File: config.mk
export PLATFORM = sky130hd
export DESIGN_NAME = uart_rx_frontend
export DESIGN_NICKNAME = d
export VERILOG_FILES = /design/src/rtl/uart_pkg.sv /design/src/rtl/uart_baud_tick.sv /design/src/rtl/uart_rx_frontend.sv
export SDC_FILE = /design/constraint.sdc
export NUM_CORES = 1
export LEC_CHECK = 0
export CORE_MARGIN = 2
export CORE_UTILIZATION = 29
export DETAILED_ROUTE_END_ITERATION = 8
export PLACE_DENSITY = 0.45
export SLEW_MARGIN = 20
export SYNTH_ARGS = -nofsm -noshare
export SYNTH_HDL_FRONTEND = slang
export SYNTH_SLANG_ARGS = --single-unit
export TNS_END_PERCENT = 1
File: constraint.sdc
create_clock -name clock_input -period 5.9 [get_ports clock_input]
set_input_delay 1.18 -clock clock_input [delete_from_list [all_inputs] [get_ports clock_input]]
set_output_delay 1.18 -clock clock_input [all_outputs]
set_load 0.05 [all_outputs]
File: src/rtl/uart_pkg.sv
// uart_pkg: shared types and helpers for the UART receive/transmit paths.
package uart_pkg;

    typedef enum logic [2:0] {
        IDLE,
        START,
        DATA,
        PARITY,
        STOP,
        BREAK
    } state_t;

    localparam int DATA_BITS = 8;

    // Clocks per oversample tick, truncated; never below 1.
    function automatic int div_calc(input int clock_hz, input int baud, input int oversample);
        int d;
        d = clock_hz / (baud * oversample);
        return (d < 1) ? 1 : d;
    endfunction

endpackage

File: src/rtl/uart_baud_tick.sv
// uart_baud_tick: free-running divider producing a one-cycle tick every DIV clocks.
// 'clear' restarts the count so a new frame gets a phase-aligned tick stream.
module uart_baud_tick #(
    parameter int DIV = 1
) (
    input  logic clock_input,
    input  logic reset_n,
    input  logic clear,
    output logic tick
);

    localparam int CW = (DIV > 1) ? $clog2(DIV) : 1;
    localparam logic [CW-1:0] LAST = CW'(DIV - 1);

    logic [CW-1:0] cnt;

    // Divider counter: wraps at DIV-1, restarts on clear.
    always_ff @(posedge clock_input or negedge reset_n) begin
        if (!reset_n) begin
            cnt <= '0;
        end else if (clear || cnt == LAST) begin
            cnt <= '0;
        end else begin
            cnt <= cnt + 1'b1;
        end
    end

    assign tick = (cnt == LAST);

endmodule

File: src/rtl/uart_rx_frontend.sv
// uart_rx_frontend: synchronises and oversamples the rx line, deframes bytes
// (LSB first) and holds each byte in a one-entry valid/ready buffer.
// Optional feature macro: UART_RX_PARITY_EN adds an even-parity bit and a
// parity_error pulse output; without it the frame is plain 8N1.
module uart_rx_frontend
    import uart_pkg::*;
#(
    parameter int CLOCK_HZ   = 16_000_000,
    parameter int BAUD       = 9600,
    parameter int OVERSAMPLE = 16
) (
    input  logic       clock_input,
    input  logic       reset_n,
    input  logic       rx,
    output logic [7:0] rx_data,
    output logic       rx_valid,
    input  logic       rx_ready,
    output logic       framing_error,
    output logic       overrun,
`ifdef UART_RX_PARITY_EN
    output logic       parity_error,
`endif
    output logic       busy
);

    localparam int DIV = div_calc(CLOCK_HZ, BAUD, OVERSAMPLE);
    localparam int OSW = $clog2(OVERSAMPLE);
    localparam int BCW = $clog2(DATA_BITS);
    localparam logic [OSW-1:0] OS_LAST = OSW'(OVERSAMPLE - 1);
    localparam logic [OSW-1:0] OS_HALF = OSW'(OVERSAMPLE / 2 - 1);
    localparam logic [BCW-1:0] BIT_LAST = BCW'(DATA_BITS - 1);

    logic                 rx_meta, rx_s;
    state_t               state, state_nxt;
    logic                 tick, tick_clr, bit_end;
    logic [OSW-1:0]       os_cnt;
    logic [BCW-1:0]       bit_cnt;
    logic [DATA_BITS-1:0] shreg;
    logic                 deliver_q;
`ifdef UART_RX_PARITY_EN
    logic                 par_bad;
`endif

    uart_baud_tick #(.DIV(DIV)) u_tick (
        .clock_input (clock_input),
        .reset_n     (reset_n),
        .clear       (tick_clr),
        .tick        (tick)
    );

    // Two-flop synchroniser; idles high like the line.
    always_ff @(posedge clock_input or negedge reset_n) begin
        if (!reset_n) begin
            rx_meta <= 1'b1;
            rx_s    <= 1'b1;
        end else begin
            rx_meta <= rx;
            rx_s    <= rx_meta;
        end
    end

    // Start bit is sampled at mid-bit (half period), every later bit a full period on.
    assign bit_end = tick && (os_cnt == ((state == START) ? OS_HALF : OS_LAST));
    assign busy    = (state != IDLE);

    // State register.
    always_ff @(posedge clock_input or negedge reset_n) begin
        if (!reset_n) state <= IDLE;
        else          state <= state_nxt;
    end

    // Next-state logic; a falling edge in IDLE also realigns the tick divider.
    always_comb begin
        state_nxt = state;
        tick_clr  = 1'b0;
        case (state)
            IDLE:   if (!rx_s) begin
                        state_nxt = START;
                        tick_clr  = 1'b1;
                    end
            START:  if (bit_end) state_nxt = rx_s ? IDLE : DATA;
`ifdef UART_RX_PARITY_EN
            DATA:   if (bit_end && bit_cnt == BIT_LAST) state_nxt = PARITY;
            PARITY: if (bit_end) state_nxt = STOP;
`else
            DATA:   if (bit_end && bit_cnt == BIT_LAST) state_nxt = STOP;
`endif
            STOP:   if (bit_end) state_nxt = rx_s ? IDLE : BREAK;
            BREAK:  if (rx_s) state_nxt = IDLE;
            default: state_nxt = IDLE;
        endcase
    end

    // Oversample/bit counters and LSB-first shift register.
    always_ff @(posedge clock_input or negedge reset_n) begin
        if (!reset_n) begin
            os_cnt  <= '0;
            bit_cnt <= '0;
            shreg   <= '0;
        end else begin
            if (state == IDLE || bit_end) os_cnt <= '0;
            else if (tick)                os_cnt <= os_cnt + 1'b1;

            if (state != DATA)  bit_cnt <= '0;
            else if (bit_end)   bit_cnt <= bit_cnt + 1'b1;

            if (state == DATA && bit_end) shreg <= {rx_s, shreg[DATA_BITS-1:1]};
        end
    end

    // Stop-bit outcome: deliver next cycle, or flag a framing error.
    always_ff @(posedge clock_input or negedge reset_n) begin
        if (!reset_n) begin
            framing_error <= 1'b0;
            deliver_q     <= 1'b0;
        end else begin
            framing_error <= (state == STOP) && bit_end && !rx_s;
`ifdef UART_RX_PARITY_EN
            deliver_q     <= (state == STOP) && bit_end && rx_s && !par_bad;
`else
            deliver_q     <= (state == STOP) && bit_end && rx_s;
`endif
        end
    end

`ifdef UART_RX_PARITY_EN
    // Even parity: the XOR of data and parity bit must be 0. A bad byte still
    // runs through STOP so the frame ends where the sender thinks it does.
    always_ff @(posedge clock_input or negedge reset_n) begin
        if (!reset_n) begin
            parity_error <= 1'b0;
            par_bad      <= 1'b0;
        end else begin
            parity_error <= (state == PARITY) && bit_end && ((^shreg) != rx_s);
            if (state == IDLE)                par_bad <= 1'b0;
            else if (state == PARITY && bit_end) par_bad <= ((^shreg) != rx_s);
        end
    end
`endif

    // One-entry output buffer; a held byte is never overwritten, the new one is dropped.
    always_ff @(posedge clock_input or negedge reset_n) begin
        if (!reset_n) begin
            rx_data  <= '0;
            rx_valid <= 1'b0;
            overrun  <= 1'b0;
        end else if (deliver_q && (!rx_valid || rx_ready)) begin
            rx_data  <= shreg;
            rx_valid <= 1'b1;
        end else begin
            if (deliver_q)            overrun  <= 1'b1;
            if (rx_valid && rx_ready) rx_valid <= 1'b0;
        end
    end

endmodule

==> results list <==
- Clock-pin slew was measured on the worst setup and hold paths at 0.07 ns.
- Combinational logic is responsible for 1.5% of the overall power.
- The clock network is responsible for 38.9% of the overall power.
- Top cell type's share of synthesized area: 52.8%
* Internal power component: 0.353 mW
- After synthesis the netlist holds a flip-flop and latch count of 39.
- The first global-routing pass estimated 5.33 mm of wire.
* Height of the chip: 81.8 um
* Top Ports: 16
- RSZ-0062 raised after global routing: no
* Final antenna diode count: 0
* Type of element launching the critical path: flop
- Synthesis produced a netlist with a net count of 152.
- Delay contributed by the slowest stage of the critical path: 0.72 ns
- Fin Setup TNS: 0 ns
* Antenna violations before repair: 0
* Largest delay share family, worst path: buffers and inverters
- Antenna viol nets, final: 0
- Number of port buffers: 15
- Counting along the longest clock path gives a buffer depth of 2.
- Average wire per cell in the routed design: 13.7 um
- Data on the critical path is required at its endpoint by 4.72 ns.
- Entering global routing, the biggest net connects 40 pins.
* Final number of hold-violating endpoints: 0
* TritonCTS clock tree: done
- Based on the critical path, the design can be clocked at up to 322 MHz.
- Post-route minimum period: 3.11 ns
- GRT Util Overall: 10.8%
* Switching share of total power: 22.0%
* DRC errors left: 0
* EDFF count, synth: 0
- WHS: 0.364 ns
* Vias in the first global route: 1067
- Global routing finished with a remaining overflow of 0.
* Clock Root Buffer: sky130_fd_sc_hd__clkbuf_8
* Fraction of the yosys area taken by sequential cells: 55.8%
- Fill cell total of the finished layout: 592
- Setup fix buffers added after clock tree synthesis: 0
- Post_cts resized: 0
* Worst slack at placement: 3.11 ns
- Of all cell types, the one taking the most synthesized area is sky130_fd_sc_hd__dfrtp_1.
- Fraction of final layout cells sized beyond drive strength 1: 19.3%
- In this run the tightest slew margin relative to its limit is 41.8%.
* Worst-skew pair later-pin latency: 0.29 ns
- Reg-to-reg critical path startpoint: u_tick.cnt[0]
* Switching Power: 0.0995 mW
* Share of total power in sequential cells: 59.6%
- For the worst setup path, the data arrival time is 1.93 ns.
- Setup violations remaining at the end of the flow were counted as 0.
- Synth unique cells: 38
* Starting density of the core: 29.8%
* H-tree levels: 2
- Synthesized instance count: 144
- The floorplan has 28 rows.
* Period Utilization, post-route: 52.6%
* Total die area: 6690 sq um
- The critical path starts at state[0].
* Area of all sequential standard cells: 978 sq um
* Leading cell types by total area after synthesis: sky130_fd_sc_hd__dfrtp_1 53%, sky130_fd_sc_hd__mux2_2 10%, sky130_fd_sc_hd__xnor2_1 3.5%
- Setup slack of the critical path after layout: 2.79 ns
- Horizontal die dimension: 81.8 um
* Asr flop ratio synth: 100%
- The worst-case IR drop observed on VDD is 110 uV.
- Final cell count without fillers: 236
- PD cells: 220 nW/um^2
* First DRT Iteration DRCs: 62
- By startpoint and endpoint, the worst setup path is classified as flop to output port.
- Vias/cell: 4.71
* Count of TritonRoute iterations in the first routing pass: 4
* Synth warn: 0
- DRT Wirelength: 3.23 mm
- Transition time at the pin with the least slew margin: 0.874 ns
* Max-cap violation count: 0
- Counting both buffers and inverters, the worst setup path holds a total of 1.
- Run status: finished clean
- The clock net in this run drives a total of 39 sinks.
* Total Nets Final: 168
- Cell area after synthesis: 1750 sq um
* Maximum net fanout on the critical path: 10
* Area growth from synthesis to layout: 17.0%
- Post-CTS Hold Fix Bufs: 0
- CTS buffer count: 5
* Largest clock skew in the final design: 0.0104 ns
* Final Max Tran Viols: 0
- After synthesis, the mean cell area works out to 12.2 sq um.
- Dpl hpwl: 2.27 mm
* Cells along the critical path: or3_1, clkdlybuf4s50_1
* Final Wtd Congestion: 0.842
* Leakage power total: 0.932 nW
* Path type of the worst min-delay path: flop to flop
- In the final layout, the multi-input gates occupy 739 sq um.
- Cells after DPL: 228
- Vias post-DR: 1112
- Critical path's slowest cell: sky130_fd_sc_hd__clkdlybuf4s50_1
- The startpoint identified for the worst hold timing path is rx_meta.
- The worst setup path is captured at an output port.
* Dominant synthesized flop cell: sky130_fd_sc_hd__dfrtp_1
- Cells fill 34.9% of the core in the end.
- Total core area: 5890 sq um
-- cells in the final DEF (no fill, tap or decap), types with 2 or more instances in the layout --
cell type / count
sky130_fd_sc_hd__inv_1: 3
sky130_fd_sc_hd__a21oi_1: 7
sky130_fd_sc_hd__nor2_1: 12
sky130_fd_sc_hd__clkdlybuf4s50_1: 14
sky130_fd_sc_hd__o21ai_0: 5
sky130_fd_sc_hd__dfrtp_1: 37
sky130_fd_sc_hd__nand3_1: 8
sky130_fd_sc_hd__or3_1: 2
sky130_fd_sc_hd__nand2b_1: 3
sky130_fd_sc_hd__dfstp_2: 2
sky130_fd_sc_hd__and2_1: 3
sky130_fd_sc_hd__nand2_1: 2
sky130_fd_sc_hd__clkbuf_8: 5
sky130_fd_sc_hd__and4_1: 2
sky130_fd_sc_hd__nor3b_1: 2
sky130_fd_sc_hd__ha_1: 4
sky130_fd_sc_hd__xnor2_1: 7
sky130_fd_sc_hd__mux2_2: 16
sky130_fd_sc_hd__and3_1: 2
sky130_fd_sc_hd__xor2_1: 4
-- routing by layer --
layer  GRT usage [%]  vias to the layer above  part of all wire (%)
li1                -                      539                     -
met1            14.2                      551                    48
met2            16.4                       15                    47
met3            3.30                        7                   3.4
met4            5.00                        0                   2.0
met5               0                        -                     0
-- per-stage QoR --
step / power, mW / area, sq um
2_1_floorplan: 0.275 / 1750
3_3_place_gp: 0.282 / 1970
3_5_place_dp: 0.282 / 1970
4_1_cts: 0.460 / 2050
5_1_grt: 0.472 / 2050
6_report: 0.452 / 2050
-- power by group through the flow --
stage	Combinational, mW	Sequential [mW]	Clock [mW]
detailed placement	0.00764	0.275	0
finish	0.00700	0.269	0.176
global placement	0.00731	0.274	0
global route	0.00836	0.269	0.195
floorplan	0.000441	0.274	0
CTS	0.00760	0.269	0.183
-- logic make-up after synthesis --
group                    count (synthesis)  synth area share, %
AO/OA/AOI/OAI                           17                 5.71
multiplexers                            17                 10.8
flip-flops                              39                 55.8
XOR/XNOR                                11                 5.49
AND/OR/NAND/NOR                         47                 17.3
buffers and inverters                    9                 2.07
adder cells (fa/ha/maj)                  4                 2.85
-- cells in the mapped netlist, drive strengths merged (3+ instances only) --
cell and n:
dfrtp 37, mux2 16, nor2 12, nand3 8, a21oi 7, xnor2 7, clkbuf 5, o21ai 5
ha 4, xor2 4, and2 3, inv 3, nand2b 3, nor3b 3
-- flip-flops by register name, indices dropped and copies added, names as in the netlist --
register / flops
bit_cnt: 3
deliver_q: 1
framing_error: 1
os_cnt: 4
overrun: 1
rx_data: 8
rx_meta: 1
rx_s: 1
rx_valid: 1
shreg: 8
state: 3
u_tick.cnt: 7
-- final cells by class --
class / instances / area share, %
Sequential cell: 39 / 47.7
Multi-Input combinational cell: 96 / 36.0
Timing Repair Buffer: 15 / 7.07
Tap cell: 75 / 4.57
Clock buffer: 6 / 3.53
Clock inverter: 2 / 0.609
Inverter: 3 / 0.548
-- worst paths after layout --
check	cells past startpoint	slack (ns)	end
min reg2reg	0	0.36	rx_s
max	2	2.79	busy
min	0	0.36	rx_s
max reg2reg	5	3.82	shreg[2]
min in group asynchronous	1	1.00	bit_cnt[1]
max in group asynchronous	1	4.35	shreg[3]
(Power assumes the default switching activity.)
